File: config.mk
export PLATFORM = sky130hd
export DESIGN_NAME = usb_rx_nrzi_decoder
export DESIGN_NICKNAME = d
export VERILOG_FILES = /design/src/rtl/usb_rx_nrzi_decoder.sv
export SDC_FILE = /design/constraint.sdc
export NUM_CORES = 1
export LEC_CHECK = 0
export BUFFER_PORTS_ARGS = -buffer_cell sky130_fd_sc_hd__buf_2
export CAP_MARGIN = 0
export CORE_MARGIN = 2
export CORE_UTILIZATION = 25
export DETAILED_ROUTE_END_ITERATION = 10
export GPL_TIMING_DRIVEN = 1
export PLACE_DENSITY = 0.36
export SYNTH_ARGS = -nofsm -noshare
export SYNTH_HDL_FRONTEND = slang
export SYNTH_SLANG_ARGS = --single-unit
File: constraint.sdc
create_clock -name clk -period 2.1 [get_ports clk]
set_input_delay 0.21 -clock clk [delete_from_list [all_inputs] [get_ports clk]]
set_output_delay 0.21 -clock clk [all_outputs]
set_load 0.1 [all_outputs]
File: src/rtl/usb_rx_nrzi_decoder.sv
// USB receive line decoder: NRZI decode, SYNC hunt, bit unstuffing, EOP and line-error detection.
// Every decision is taken on a bit_valid cycle and shows up on registered outputs one clock later.
module usb_rx_nrzi_decoder #(
  parameter int SYNC_MIN_ZEROS = 5
) (
  input  logic clk,
  input  logic nRST,
  input  logic bit_valid,
  input  logic dp,
  input  logic dm,
  output logic serial_out,
  output logic shift_enable,
  output logic rx_active,
  output logic sync_det,
  output logic eop,
  output logic rx_error
);

  typedef enum logic [1:0] {
    ST_IDLE,
    ST_ACTIVE,
    ST_EOP,
    ST_ABORT
  } state_t;

  localparam logic [2:0] SYNC_THR = 3'(SYNC_MIN_ZEROS);

  state_t     state_q, state_d;
  logic       prev_line_q, prev_line_d;   // 1 = J, 0 = K
  logic [2:0] zero_cnt_q, zero_cnt_d;
  logic [2:0] ones_run_q, ones_run_d;
  logic [2:0] bit_cnt_q, bit_cnt_d;
  logic [1:0] se0_cnt_q, se0_cnt_d;
  logic       serial_out_q, serial_out_d;
  logic       shift_enable_q, shift_enable_d;
  logic       rx_active_q, rx_active_d;
  logic       sync_det_q, sync_det_d;
  logic       eop_q, eop_d;
  logic       rx_error_q, rx_error_d;

  logic line_j, line_jk, line_se0, nrzi_bit;

  assign line_j   = dp & ~dm;
  assign line_jk  = dp ^ dm;
  assign line_se0 = ~dp & ~dm;
  // J/K matching the previous J/K decodes as 1; dp alone identifies J vs K
  assign nrzi_bit = (dp == prev_line_q);

  always_comb begin
    state_d        = state_q;
    prev_line_d    = prev_line_q;
    zero_cnt_d     = zero_cnt_q;
    ones_run_d     = ones_run_q;
    bit_cnt_d      = bit_cnt_q;
    se0_cnt_d      = se0_cnt_q;
    rx_active_d    = rx_active_q;
    serial_out_d   = 1'b0;
    shift_enable_d = 1'b0;
    sync_det_d     = 1'b0;
    eop_d          = 1'b0;
    rx_error_d     = 1'b0;

    if (bit_valid) begin
      if (line_jk) begin
        prev_line_d = dp;
      end

      unique case (state_q)
        ST_IDLE: begin
          if (line_jk) begin
            if (!nrzi_bit) begin
              zero_cnt_d = (zero_cnt_q == 3'd7) ? 3'd7 : zero_cnt_q + 3'd1;
            end else if (zero_cnt_q >= SYNC_THR) begin
              sync_det_d  = 1'b1;
              rx_active_d = 1'b1;
              ones_run_d  = 3'd1;
              bit_cnt_d   = 3'd0;
              zero_cnt_d  = 3'd0;
              state_d     = ST_ACTIVE;
            end else begin
              zero_cnt_d = 3'd0;
            end
          end else begin
            zero_cnt_d  = 3'd0;
            prev_line_d = 1'b1;
          end
        end

        ST_ACTIVE: begin
          if (line_jk) begin
            if (ones_run_q == 3'd6) begin
              // after six ones the next bit must be a stuffed zero, which is discarded
              if (!nrzi_bit) begin
                ones_run_d = 3'd0;
              end else begin
                rx_error_d  = 1'b1;
                rx_active_d = 1'b0;
                state_d     = ST_ABORT;
              end
            end else begin
              shift_enable_d = 1'b1;
              serial_out_d   = nrzi_bit;
              bit_cnt_d      = bit_cnt_q + 3'd1;
              ones_run_d     = nrzi_bit ? ones_run_q + 3'd1 : 3'd0;
            end
          end else if (line_se0) begin
            se0_cnt_d = 2'd1;
            state_d   = ST_EOP;
          end else begin
            rx_error_d  = 1'b1;
            rx_active_d = 1'b0;
            state_d     = ST_ABORT;
          end
        end

        ST_EOP: begin
          if (line_se0) begin
            se0_cnt_d = (se0_cnt_q == 2'd3) ? 2'd3 : se0_cnt_q + 2'd1;
          end else if (line_j && (se0_cnt_q >= 2'd2)) begin
            eop_d       = 1'b1;
            rx_error_d  = (bit_cnt_q != 3'd0);
            rx_active_d = 1'b0;
            prev_line_d = 1'b1;
            zero_cnt_d  = 3'd0;
            state_d     = ST_IDLE;
          end else begin
            rx_error_d  = 1'b1;
            rx_active_d = 1'b0;
            if (line_j) begin
              prev_line_d = 1'b1;
              zero_cnt_d  = 3'd0;
              state_d     = ST_IDLE;
            end else begin
              state_d = ST_ABORT;
            end
          end
        end

        ST_ABORT: begin
          if (line_j) begin
            prev_line_d = 1'b1;
            zero_cnt_d  = 3'd0;
            state_d     = ST_IDLE;
          end
        end

        default: begin
          state_d = ST_IDLE;
        end
      endcase
    end
  end

  always_ff @(posedge clk or negedge nRST) begin
    if (!nRST) begin
      state_q        <= ST_IDLE;
      prev_line_q    <= 1'b1;
      zero_cnt_q     <= 3'd0;
      ones_run_q     <= 3'd0;
      bit_cnt_q      <= 3'd0;
      se0_cnt_q      <= 2'd0;
      serial_out_q   <= 1'b0;
      shift_enable_q <= 1'b0;
      rx_active_q    <= 1'b0;
      sync_det_q     <= 1'b0;
      eop_q          <= 1'b0;
      rx_error_q     <= 1'b0;
    end else begin
      state_q        <= state_d;
      prev_line_q    <= prev_line_d;
      zero_cnt_q     <= zero_cnt_d;
      ones_run_q     <= ones_run_d;
      bit_cnt_q      <= bit_cnt_d;
      se0_cnt_q      <= se0_cnt_d;
      serial_out_q   <= serial_out_d;
      shift_enable_q <= shift_enable_d;
      rx_active_q    <= rx_active_d;
      sync_det_q     <= sync_det_d;
      eop_q          <= eop_d;
      rx_error_q     <= rx_error_d;
    end
  end

  assign serial_out   = serial_out_q;
  assign shift_enable = shift_enable_q;
  assign rx_active    = rx_active_q;
  assign sync_det     = sync_det_q;
  assign eop          = eop_q;
  assign rx_error     = rx_error_q;

endmodule

After elaboration in Yosys (flattened, before gate mapping)
Index checks and enable logic that the tools add are counted.
{"block": "op_classes", "addsub": 4, "n_mux": 77, "reduce_logical": 13, "n_bitwise": 5, "eq_ne": 20, "n_lt_le_gt_ge": 2}
{"operator": "2-to-1 mux 3 bit", "n": 18}
{"operator": "2-to-1 mux 1 bit", "n": 37}
{"operator": "2-to-1 mux 2 bit", "n": 14}
{"operator": "AND reduction 7 bit", "n": 3}
{"operator": "!= test 2 bit (second input constant)", "n": 10}
{"operator": "one-hot mux 3 bit (2 select lines)", "n": 2}
{"operator": "adder 3 x 1 -> 3 bit (second input constant)", "n": 3}
{"operator": "!= test 3 bit (second input constant)", "n": 3}
{"operator": "one-hot mux 3 bit (3 select lines)", "n": 1}
{"operator": "nonzero test 3 bit", "n": 3}
{"operator": "one-hot mux 2 bit (4 select lines)", "n": 1}
{"operator": "AND reduction 8 bit", "n": 1}
{"operator": "equality test 2 bit (second input constant)", "n": 3}
{"operator": "equality test 3 bit (second input constant)", "n": 2}
{"operator": "one-hot mux 1 bit (3 select lines)", "n": 2}
{"operator": "AND reduction 5 bit", "n": 1}
{"operator": "one-hot mux 2 bit (2 select lines)", "n": 1}
{"operator": "nonzero test 2 bit", "n": 2}
{"operator": "greater-or-equal comparator 3 bit (second input constant)", "n": 1}
{"operator": "AND reduction 3 bit", "n": 1}
{"operator": "adder 2 x 1 -> 2 bit (second input constant)", "n": 1}
{"operator": "bitwise AND 1 bit", "n": 2}
{"operator": "equality test 2 x 1 -> 1 bit (second input constant)", "n": 1}
{"operator": "greater-or-equal comparator 2 bit (second input constant)", "n": 1}
{"operator": "other kinds (6)", "n": 7}
{"block": "word_totals", "in_bits": 5, "wordCells": 133, "ff_bits": 20, "out_inout_bits": 6}

Depth between registers and ports, before layout
{"block": "depth", "word_depth": 7, "depth_mapped": 7}

Worst setup path before layout
Ideal clock, no wire load.
{"block": "synth_path", "path_kind": "reg2reg", "start": "register state_q[1]", "end": "register ones_run_q[1]", "path_stages_with_launch": 8, "required_time_ps": 1978, "arrival_ps": 1496, "path_buffers": 1, "period_less_slack_ps": 1617, "setup_slack_ps": 483, "setup_time_ps": 122, "cell_sequence": "dfrtp_1 inv_1 ha_1 buf_2 nand2_1 nor3b_1 o22ai_1 o2bb2ai_1"}
{"block": "synth_between", "elab_chain_cells": 3, "elab_cells_between_ends": 10, "cone_classes": "eq/ne: 6; mux: 1; reduce/logical: 3"}
{"item": "start, declared", "line_no": "28", "rtl": "state_t state_q, state_d;"}
{"item": "start signal, assigned", "line_no": "169", "rtl": "state_q <= state_d;"}
{"item": "equality test 2 x 1 -> 1 bit / logical NOT 2 bit (equally long branches)", "line_no": "68", "rtl": "unique case (state_q)"}
{"item": "!= test 3 bit (no line) (tied with other cells)"}
{"item": "AND reduction 7 bit (no line)"}
{"item": "end signal, assigned", "line_no": "172", "rtl": "ones_run_q <= ones_run_d;"}
{"item": "end, declared", "line_no": "31", "rtl": "logic [2:0] ones_run_q, ones_run_d;"}
Parallel ways exist; a longest one is shown, timed or not.
A chain may end at the register's enable or synchronous reset.

Worst setup path after layout
{"block": "layout_path", "start": "register zero_cnt_q[0]", "end": "register ones_run_q[2]"}
{"block": "layout_between", "elab_chain_cells": 3}
{"item": "start, declared", "line_no": "30", "rtl": "logic [2:0] zero_cnt_q, zero_cnt_d;"}
{"item": "start signal, assigned", "line_no": "171", "rtl": "zero_cnt_q <= zero_cnt_d;"}
{"item": "greater-or-equal comparator 3 bit", "line_no": "73", "rtl": "end else if (zero_cnt_q >= SYNC_THR) begin"}
{"item": "!= test 2 bit (no line)"}
{"item": "AND reduction 7 bit (no line)"}
No other way between the ends.

==> flow_summary.ini <==
[outcome]
outcome = complete, no violations

[sta]
finalCritPeriodShare = 0.886
max-slew-margin-rel = 0.667
hold_viol_final = 0
finalClockSkew_ps = 3.51
rsz0062_at_grt = false
max_freq_ghz = 0.537
setup_violations = 0
worstMarginPinSlew_ps = 492
timing.hold.ws_ps = 314
setup_tns_ps = 0
slew_viol_final = 0
post-route-min-period_ps = 1860

[detailed_routing]
ant_nets = 0
dr.pass1.iters = 4
routedWlPerCell_um = 14.6
drt_wl_total_mm = 3.49
drcViolationCount = 0
vias = 1172
drt_first_iter_violations = 49
via_per_inst = 4.90

[global_routing]
grt_max_degree = 21
grt_pass1_wl_mm = 5.82
grt.overflow.total = 0
grt_pass1_vias = 1145
antenna_found_initial = 0
track_usage = 0.126

[power]
pwr_density_cell_mw_per_mm2 = 1290
finalPower_mw = 2.06
p_leak_nw = 0.729
ir_worst_vdd_mv = 0.342

[floorplan]
core_area_mm2 = 0.00517
die_h_um = 77.5
io_pins = 11
dieArea_mm2 = 0.00600
start_util = 0.261
die_w_um = 77.5
rows = 26

[synthesis]
syn_area_per_cell_um2 = 9.00
async_reset_ff_frac = 1.00
syn_inst = 150
yosysMostFrequentCell = dfrtp_1
syn-num-nets = 168
synth_area_leader_cell = dfrtp_1
synth_edf_count = 0
syn_area_mm2 = 0.00135
synth-main-ff-cell = dfrtp_1
ys_types = 41
synthTopCellsByCount = dfrtp_1 (19), ha_1 (13), nand3_1 (13), nor2_1 (13), inv_1 (12)
synth_seq_cells = 20
ys_seq_area_frac = 0.372
synth_top_area_frac = 0.352
synthTopCellsByArea = dfrtp_1 (35%), ha_1 (12%), nand3_1 (4.8%)
ys_warn_count = 0

[clock_network]
cts.sinks = 20
numCtsBuffers = 3
clk_pin_slew_ps = 80
cts_tree = built
clockBufferDepth = 2
cts-htree-levels = 1
cts-root-buf = clkbuf_8
clk_latency_ps = 260
cts_setup_buffers = 0

[setup_path]
path_depth = 6
critPathLaunch = zero_cnt_q[0]
endpoint = ones_run_q[2]
r2r_start = zero_cnt_q[0]
reg2reg_depth = 6
reg2reg_slack_ps = 240
path_buf_inv = 1
cp-start-kind = flip-flop
crit_chain = ha_1 -> o311ai_1 -> or3_4 -> clkinv_4 -> o22ai_1 -> o2bb2ai_1
crit_type = flip-flop to flip-flop
crit_arrival_ps = 2040
crit_path_end_kind = flip-flop
crit_fanout = 5
worstPathRequired_ps = 2280
cp_slowest_stage_delay_ps = 480
r2r_end = ones_run_q[2]
critical_path.top_delay_family = compound AO/OA/AOI/OAI gates
slowest_stage = o311ai_1

[placement]
dp.cells = 234
place.gp.congestion = 0.770
dpl.hpwl_mm = 2.64
io_buffers = 10

[cells_and_area]
n_antenna_cell = 0
syn2layout_area_growth_pct = 18.3
instances_no_fill = 239
drive_above_1_share = 0.172
utilization = 0.309
finalNetCount = 188

[job]
max_cap_viol_count = 0

[hold_path]
hp-class = input port to flip-flop
holdCritStartpoint = bit_valid
[area by class of cell]
cell class                 instances  area [um2]
inverter                          13        53.8
clock buffer                       4        55.1
sequential                        20         502
tap                               70        87.6
fill                             543        3580
timing repair buffer              19         120
multi-input combinational        113         778
[power by group]
part,internal (mW),total [mW],switching [mW]
Clock,0.167,0.306,0.139
Combinational,0.447,1.08,0.635
Sequential,0.534,0.670,0.137
[repair_timing]
action | in CTS | in global routing
setup endpoints to repair | 0 | 1
resized for setup | 0 | 1
endpoints found under the hold margin | 19 | 0
hold buffers | 1 | 0
[registers in the layout, indices dropped and copies added (netlist names)]
register	cells
eop	1
prev_line_q	1
rx_active	1
rx_error	1
serial_out	1
bit_cnt_q	3
se0_cnt_q	2
ones_run_q	3
sync_det	1
state_q	2
shift_enable	1
zero_cnt_q	3
[kinds of logic (layout without fill, tap and decap cells)]
logic type               Yosys count  count (layout)  synth area share
AND/OR/NAND/NOR                   62              62             0.245
XOR/XNOR                           2               2            0.0185
buffers and inverters             17              36            0.0528
flip-flops                        20              20             0.372
AO/OA/AOI/OAI                     35              35             0.184
adder cells (fa/ha/maj)           13              13             0.120
multiplexers                       1               1           0.00741
[how the worst min path moves through the flow]
stage	to	slack [ps]	cells after the start
floorplan	bit_cnt_q[0]	-90	0
global placement	bit_cnt_q[0]	200	1
detailed placement	bit_cnt_q[0]	210	1
CTS	shift_enable	300	3
global route	shift_enable	330	3
finish	shift_enable	310	3
[layout by cell type, fill, tap and decap left out, types with 2 or more instances in the layout]
cell       instances
nand4b_1           4
a21oi_1            8
o2bb2ai_1          4
clkbuf_8           4
nor3_1             3
dfrtp_1           19
and3_1             2
buf_2             10
and2_1             2
o21ai_0            3
buf_4              8
o211ai_1           4
ha_1              13
o22ai_1            4
inv_1             12
nor2b_1            5
a31oi_1            2
nand2_1           11
nor2_1            13
nand2b_1           3
nand3_1           13
[layer usage]
layer,track usage,routed length [um],vias to the layer above
met3,0.0174,98,4
met2,0.200,1630,20
met5,0,0,-
met1,0.173,1710,577
li1,-,-,571
met4,0.0482,50,0
[worst register-to-register path: stages (launching register included)]
cell and delay (ps):
dfrtp_1 430, ha_1 220, o311ai_1 480, or3_4 280, clkinv_4 80, o22ai_1 170, o2bb2ai_1 130
[per-stage QoR]
stage	setup slack (ps)	cell area, um2
floorplan	483	1350
global placement	115	1530
detailed placement	126	1530
CTS	111	1600
global route	32.7	1600
finish	239	1600
Note: power is estimated with default switching activity, not from simulation.
